[src/rtl/axi_ad7124_emu_pkg.sv]
// Shared types and helpers for the AD7124 DOUT/RDY emulator.
package axi_ad7124_emu_pkg;

  typedef enum logic [1:0] {
    IDLE    = 2'd0,
    CMD     = 2'd1,
    DATA    = 2'd2,
    WAIT_CS = 2'd3
  } state_t;

  localparam int STATUS_WIDTH = 8;

  // Status byte as the AD7124 appends it in DATA_STATUS mode: RDY bit low, channel in the low nibble.
  function automatic logic [STATUS_WIDTH-1:0] status_byte(input logic [3:0] channel);
    return {1'b0, 3'b000, channel};
  endfunction

endpackage

[src/rtl/axi_ad7124_emu_sync.sv]
// Two-flop synchroniser for an asynchronous SPI pin, with rise/fall strobes
// derived from the synchronised value versus its one-cycle delay.
module axi_ad7124_emu_sync #(
  parameter logic RESET_VAL = 1'b1
) (
  input  logic clk,
  input  logic rst_n,
  input  logic d_i,
  output logic sync_o,
  output logic rise_o,
  output logic fall_o
);

  logic [2:0] pipe_q;
  logic [2:0] pipe_d;

  // Shift the raw pin into the synchroniser chain.
  always_comb begin
    pipe_d = {pipe_q[1:0], d_i};
  end

  // Synchroniser and edge-history flops; reset to the pin's idle level so no false edge follows reset.
  always_ff @(posedge clk or negedge rst_n) begin
    if (!rst_n) begin
      pipe_q <= {3{RESET_VAL}};
    end else begin
      pipe_q <= pipe_d;
    end
  end

  assign sync_o = pipe_q[1];
  assign rise_o = pipe_q[1] & ~pipe_q[2];
  assign fall_o = ~pipe_q[1] & pipe_q[2];

endmodule

[src/rtl/axi_ad7124_dout_emu.sv]
// AD7124 DOUT/RDY emulator: periodic conversion from a stream source, RDY on DOUT, data read on 0x42.
// Define AD7124_EMU_STATUS_EN to append the 8-bit status byte (DATA_STATUS mode) to each read.
module axi_ad7124_dout_emu
  import axi_ad7124_emu_pkg::*;
#(
  parameter int          DATA_WIDTH  = 24,
  parameter int          CONV_CYCLES = 1000,
  parameter logic [7:0]  READ_CMD    = 8'h42
) (
  input  logic                  spi_clk,
  input  logic                  spi_resetn,
  input  logic                  spi_sclk,
  input  logic                  spi_cs,
  input  logic                  spi_sdi,
  output logic                  spi_sdo,
  input  logic [DATA_WIDTH-1:0] s_tdata,
  input  logic [3:0]            s_tchannel,
  input  logic                  s_tvalid,
  output logic                  s_tready,
  output logic                  overrun
);

`ifdef AD7124_EMU_STATUS_EN
  localparam int XFER_W   = DATA_WIDTH + STATUS_WIDTH;
  localparam int SHADOW_W = DATA_WIDTH + 4;
`else
  localparam int XFER_W   = DATA_WIDTH;
  localparam int SHADOW_W = DATA_WIDTH;
`endif
  localparam int              TW         = (CONV_CYCLES > 2) ? $clog2(CONV_CYCLES) : 1;
  localparam logic [TW-1:0]   TIMER_LAST = TW'(CONV_CYCLES - 1);
  localparam int              CW         = $clog2(XFER_W + 1);
  localparam logic [CW-1:0]   CMD_LAST   = CW'(7);
  localparam logic [CW-1:0]   XFER_LAST  = CW'(XFER_W - 1);

  logic sclk_s, sclk_rise_s, sclk_fall_s;
  logic cs_s, cs_fall_s, cs_rise_unused_s;
  logic sdi_s, sdi_rise_unused_s, sdi_fall_unused_s;

  axi_ad7124_emu_sync #(.RESET_VAL(1'b1)) u_sync_sclk (
    .clk(spi_clk), .rst_n(spi_resetn), .d_i(spi_sclk),
    .sync_o(sclk_s), .rise_o(sclk_rise_s), .fall_o(sclk_fall_s)
  );
  axi_ad7124_emu_sync #(.RESET_VAL(1'b1)) u_sync_cs (
    .clk(spi_clk), .rst_n(spi_resetn), .d_i(spi_cs),
    .sync_o(cs_s), .rise_o(cs_rise_unused_s), .fall_o(cs_fall_s)
  );
  axi_ad7124_emu_sync #(.RESET_VAL(1'b1)) u_sync_sdi (
    .clk(spi_clk), .rst_n(spi_resetn), .d_i(spi_sdi),
    .sync_o(sdi_s), .rise_o(sdi_rise_unused_s), .fall_o(sdi_fall_unused_s)
  );

  state_t                state_q, state_d;
  logic [TW-1:0]         timer_q, timer_d;
  logic [CW-1:0]         bit_cnt_q, bit_cnt_d;
  logic [7:0]            cmd_q, cmd_d;
  logic [XFER_W-1:0]     shift_q, shift_d;
  logic [SHADOW_W-1:0]   shadow_q, shadow_d;
  logic                  rdy_q, rdy_d;
  logic                  sdo_q, sdo_d;

  logic                  tick_s, accept_s, load_s, overrun_s;
  logic [7:0]            cmd_shift_s;
  logic [SHADOW_W-1:0]   sample_s;
  logic [XFER_W-1:0]     load_word_s;

`ifdef AD7124_EMU_STATUS_EN
  assign sample_s    = {s_tdata, s_tchannel};
  assign load_word_s = {shadow_q[SHADOW_W-1:4], status_byte(shadow_q[3:0])};
`else
  logic [3:0] chan_unused_s;
  assign chan_unused_s = s_tchannel;
  assign sample_s      = s_tdata;
  assign load_word_s   = shadow_q;
`endif

  assign tick_s      = (timer_q == TIMER_LAST);
  assign accept_s    = tick_s & s_tvalid;
  assign cmd_shift_s = {cmd_q[6:0], sdi_s};

  // Transfer FSM; a high CS overrides everything and returns to IDLE.
  always_comb begin
    state_d   = state_q;
    bit_cnt_d = bit_cnt_q;
    cmd_d     = cmd_q;
    shift_d   = shift_q;
    load_s    = 1'b0;
    if (cs_s) begin
      state_d   = IDLE;
      bit_cnt_d = {CW{1'b0}};
    end else begin
      case (state_q)
        IDLE: begin
          if (cs_fall_s) begin
            state_d   = CMD;
            bit_cnt_d = {CW{1'b0}};
          end else begin
            state_d = IDLE;
          end
        end
        CMD: begin
          if (sclk_rise_s) begin
            cmd_d     = cmd_shift_s;
            bit_cnt_d = bit_cnt_q + CW'(1);
            if (bit_cnt_q == CMD_LAST) begin
              bit_cnt_d = {CW{1'b0}};
              if ((cmd_shift_s == READ_CMD) && rdy_q) begin
                state_d = DATA;
                shift_d = load_word_s;
                load_s  = 1'b1;
              end else begin
                state_d = WAIT_CS;
              end
            end else begin
              state_d = CMD;
            end
          end else begin
            state_d = CMD;
          end
        end
        DATA: begin
          // The MSB is already on DOUT after the load, so the first fall holds it.
          if (sclk_fall_s) begin
            if (bit_cnt_q != {CW{1'b0}}) begin
              shift_d = {shift_q[XFER_W-2:0], 1'b0};
            end else begin
              shift_d = shift_q;
            end
          end else if (sclk_rise_s) begin
            bit_cnt_d = bit_cnt_q + CW'(1);
            if (bit_cnt_q == XFER_LAST) begin
              state_d = WAIT_CS;
            end else begin
              state_d = DATA;
            end
          end else begin
            state_d = DATA;
          end
        end
        WAIT_CS: state_d = WAIT_CS;
        default: state_d = IDLE;
      endcase
    end
  end

  // Conversion tick, sample capture and RDY bookkeeping; a read loading at the tick takes the old shadow.
  always_comb begin
    timer_d   = tick_s ? {TW{1'b0}} : timer_q + TW'(1);
    rdy_d     = rdy_q;
    shadow_d  = shadow_q;
    overrun_s = 1'b0;
    if (accept_s) begin
      rdy_d     = 1'b1;
      shadow_d  = sample_s;
      overrun_s = rdy_q & ~load_s;
    end else if (load_s) begin
      rdy_d = 1'b0;
    end else begin
      rdy_d = rdy_q;
    end
    if (cs_s) begin
      sdo_d = 1'b1;
    end else if (state_d == DATA) begin
      sdo_d = shift_d[XFER_W-1];
    end else begin
      sdo_d = ~rdy_d;
    end
  end

  // State registers.
  always_ff @(posedge spi_clk or negedge spi_resetn) begin
    if (!spi_resetn) begin
      state_q   <= IDLE;
      timer_q   <= {TW{1'b0}};
      bit_cnt_q <= {CW{1'b0}};
      cmd_q     <= 8'h00;
      shift_q   <= {XFER_W{1'b0}};
      shadow_q  <= {SHADOW_W{1'b0}};
      rdy_q     <= 1'b0;
      sdo_q     <= 1'b1;
    end else begin
      state_q   <= state_d;
      timer_q   <= timer_d;
      bit_cnt_q <= bit_cnt_d;
      cmd_q     <= cmd_d;
      shift_q   <= shift_d;
      shadow_q  <= shadow_d;
      rdy_q     <= rdy_d;
      sdo_q     <= sdo_d;
    end
  end

  assign spi_sdo  = sdo_q;
  assign s_tready = accept_s;
  assign overrun  = overrun_s;

endmodule

[config.mk]
export PLATFORM = sky130hd
export DESIGN_NAME = axi_ad7124_dout_emu
export DESIGN_NICKNAME = d
export VERILOG_FILES = /design/src/rtl/axi_ad7124_emu_pkg.sv /design/src/rtl/axi_ad7124_emu_sync.sv /design/src/rtl/axi_ad7124_dout_emu.sv
export SDC_FILE = /design/constraint.sdc
export NUM_CORES = 1
export LEC_CHECK = 0
export BUFFER_PORTS_ARGS = -buffer_cell sky130_fd_sc_hd__buf_2
export CAP_MARGIN = 20
export CORE_MARGIN = 4
export CORE_UTILIZATION = 45
export DETAILED_ROUTE_END_ITERATION = 10
export PLACE_DENSITY_LB_ADDON = 0.05
export SLEW_MARGIN = 0
export SYNTH_ARGS = -nofsm -noshare
export SYNTH_HDL_FRONTEND = slang
export SYNTH_HIERARCHICAL = 1
export SYNTH_SLANG_ARGS = --single-unit
[constraint.sdc]
create_clock -name spi_clk -period 3.1 [get_ports spi_clk]
set_clock_uncertainty 0.1 [all_clocks]
set_input_delay 0.465 -clock spi_clk [delete_from_list [all_inputs] [get_ports spi_clk]]
set_output_delay 0.465 -clock spi_clk [all_outputs]
set_load 0.005 [all_outputs]
==> flow_metrics.env <==
export IMPL_grt_pass1_wl_mm=11.9
export IMPL_cts_buffers=9
export IMPL_num_rows=32
export IMPL_syn_area_um2=3730
export IMPL_final_net_count=398
export IMPL_gr_usage_all_layers_pct=15.1
export IMPL_wire_per_inst_um=14.5
export IMPL_port_buffers=32
export IMPL_drv_cap=0
export IMPL_p_int_w=0.00160
export IMPL_synth_fp_nets=357
export IMPL_yosys_warnings=6
export IMPL_drc=0
export IMPL_io_pins=37
export IMPL_cts_tree="done"
export IMPL_die_h_um=99.1
export IMPL_synthCells=315
export IMPL_num_vias=2464
export IMPL_clk_pin_slew_ps=80
export IMPL_seq_power_share_pct=53.8
export IMPL_max_freq_mhz=366
export IMPL_grt_use_met2_pct=22.4
export IMPL_setup_slack_ps=366
export IMPL_outcome="finished clean"
export IMPL_postRouteAntennaNets=0
export IMPL_hp_class="in -> reg"
export IMPL_min_to="u_sync_cs/pipe_q[0]"
export IMPL_grt_setup_unrepaired="no"
export IMPL_r2r_cells=6
export IMPL_combinationalPowerShare_pct=4.6
export IMPL_insertedDiodeCount=0
export IMPL_grt_busiest_layer="met2"
export IMPL_arrival_ps=2170
export IMPL_use_met3_pct=4.18
export IMPL_power_w=0.00204
export IMPL_die_area_um2=9820
export IMPL_dp_hpwl_mm=4.37
export IMPL_max_slew_margin_pct=68.5
export IMPL_slew_viol_final=0
export IMPL_power_leakage_nw=1.97
export IMPL_antenna_found_initial=0
export IMPL_switchingPower_w=0.000433
export IMPL_criticalPathCategory="reg -> out"
export IMPL_post_cts_resized=0
export IMPL_firstDrtPassIters=4
export IMPL_layout_drive_gt1_share_pct=21.3
export IMPL_hold_viol=0
export IMPL_post_dp_cell_area_um2=4000
export IMPL_power_per_cell_area_nw_per_um2=476
export IMPL_cp_data_required_time_ps=2530
export IMPL_grt_overflow_total=0
export IMPL_swShare_pct=21.2
export IMPL_clockBufferDepth=2
export IMPL_min_from="spi_cs"
export IMPL_vias_per_cell=5.32
export IMPL_peakVddDrop_mv=0.270
export IMPL_fin_crit_ps=2730
export IMPL_grtUsageMet1_pct=20.8
export IMPL_ff2ff_setup_slack_ps=710
export IMPL_period_share_pct=88.2
export IMPL_grt_max_degree=80
export IMPL_holdWs_ps=109
export IMPL_r2r_start="bit_cnt_q[0]"
export IMPL_drt_iter0_drc=122
export IMPL_p_clk_share_pct=41.6
export IMPL_fin_setup_tns_ps=0
export IMPL_fillerInstances=714
export IMPL_h_tree_depth=3
export IMPL_syn_to_final_growth_pct=14.7
export IMPL_worstMarginPinSlew_ps=467
export IMPL_coreArea_um2=7890
export IMPL_worstHoldPathCells=1
export IMPL_syn_avg_cell_area_um2=11.9
export IMPL_cts_sinks=82
export IMPL_crit_fanout=5
export IMPL_place_gp_congestion=0.765
export IMPL_postRouteWirelength_mm=6.73
export IMPL_root_buffer="clkbuf_8"
export IMPL_place_ws_ps=574
export IMPL_postCtsHoldBufs=0
export IMPL_initial_core_util_pct=47.3
export IMPL_stdcell_area_um2=4280
export IMPL_clk_latency_ps=350
export IMPL_cp_end_kind="output port"
export IMPL_die_x_um=99.1
export IMPL_cts_setup_buffers=0
export IMPL_reg2reg_to="spi_sdo"
export IMPL_critPathLaunchType="register"
export IMPL_setup_viol_count_final=0
export IMPL_grt_pass1_vias=2450
==> registers in the layout (all words and copies together), names as in the netlist <==
name	cells
u_sync_cs/pipe_q	3
timer_q	10
cmd_q	7
bit_cnt_q	5
state_q	2
shift_q	24
spi_sdo	1
load_word_s	24
u_sync_sclk/pipe_q	3
u_sync_sdi/pipe_q	2
rdy_q	1
==> layer usage <==
metal / part of all wire (%) / vias to the layer above
met4: 1.6 / 0
met5: 0 / -
li1: - / 1216
met2: 45 / 47
met3: 4.4 / 7
met1: 49 / 1194
==> final cells by class <==
cell class,count,area (µm²),share of cell area [%]
multi-input combinational,209,1540,36.0
clock inverter,4,76.3,1.78
inverter,9,33.8,0.789
tap,102,128,2.98
timing repair buffer,45,295,6.90
clock buffer,12,145,3.39
sequential,82,2060,48.2
==> worst max-delay path, stage by stage, from the launching register on <==
cell,delay [ps]
dfrtp_1,410
ha_1,250
nand4bb_1,280
nor4_4,500
nand2_1,100
nand2_1,100
nor2_1,60
buf_2,130
==> worst max path at each step <==
stage / start / to / cells after the start
after floorplan: u_sync_sclk/pipe_q[1] / overrun / 7
after global placement: bit_cnt_q[0] / shift_q[8] / 6
after detailed placement: bit_cnt_q[0] / shift_q[15] / 6
after CTS: timer_q[0] / s_tready / 6
after global routing: timer_q[0] / s_tready / 6
final: bit_cnt_q[0] / overrun / 7
==> power by group through the flow <==
stage / combinational, W / clock [W] / sequential [W]
CTS: 0.0000919 / 0.000888 / 0.00110
finish: 0.0000937 / 0.000847 / 0.00110
global route: 0.000106 / 0.000942 / 0.00110
detailed placement: 0.0000912 / 0 / 0.00112
global placement: 0.0000905 / 0 / 0.00112
floorplan: 0.0000391 / 0 / 0.00112
==> layout by cell type (no fill, tap or decap), drive strengths merged, types with 2 or more instances in the layout <==
cell	count
dfrtp	73
buf	44
nor2	35
mux2	30
a22oi	22
a22o	22
nand2	17
clkbuf	12
nand3	11
dfstp	9
inv	9
o21ai	9
nor2b	8
ha	8
a21oi	5
xnor2	4
nor3	3
xor2	3
nand4bb	2
nand4b	2
nand2b	2
o31ai	2
bufinv	2
and2b	2
nor4	2
or2	2
==> stage by stage <==
stage	instances	utilization, %
6_report	463	54.3
3_3_place_gp	444	50.7
2_1_floorplan	315	-
5_1_grt	463	54.3
3_5_place_dp	444	50.7
4_1_cts	460	53.6
Note: power is estimated with default switching activity, not from simulation.
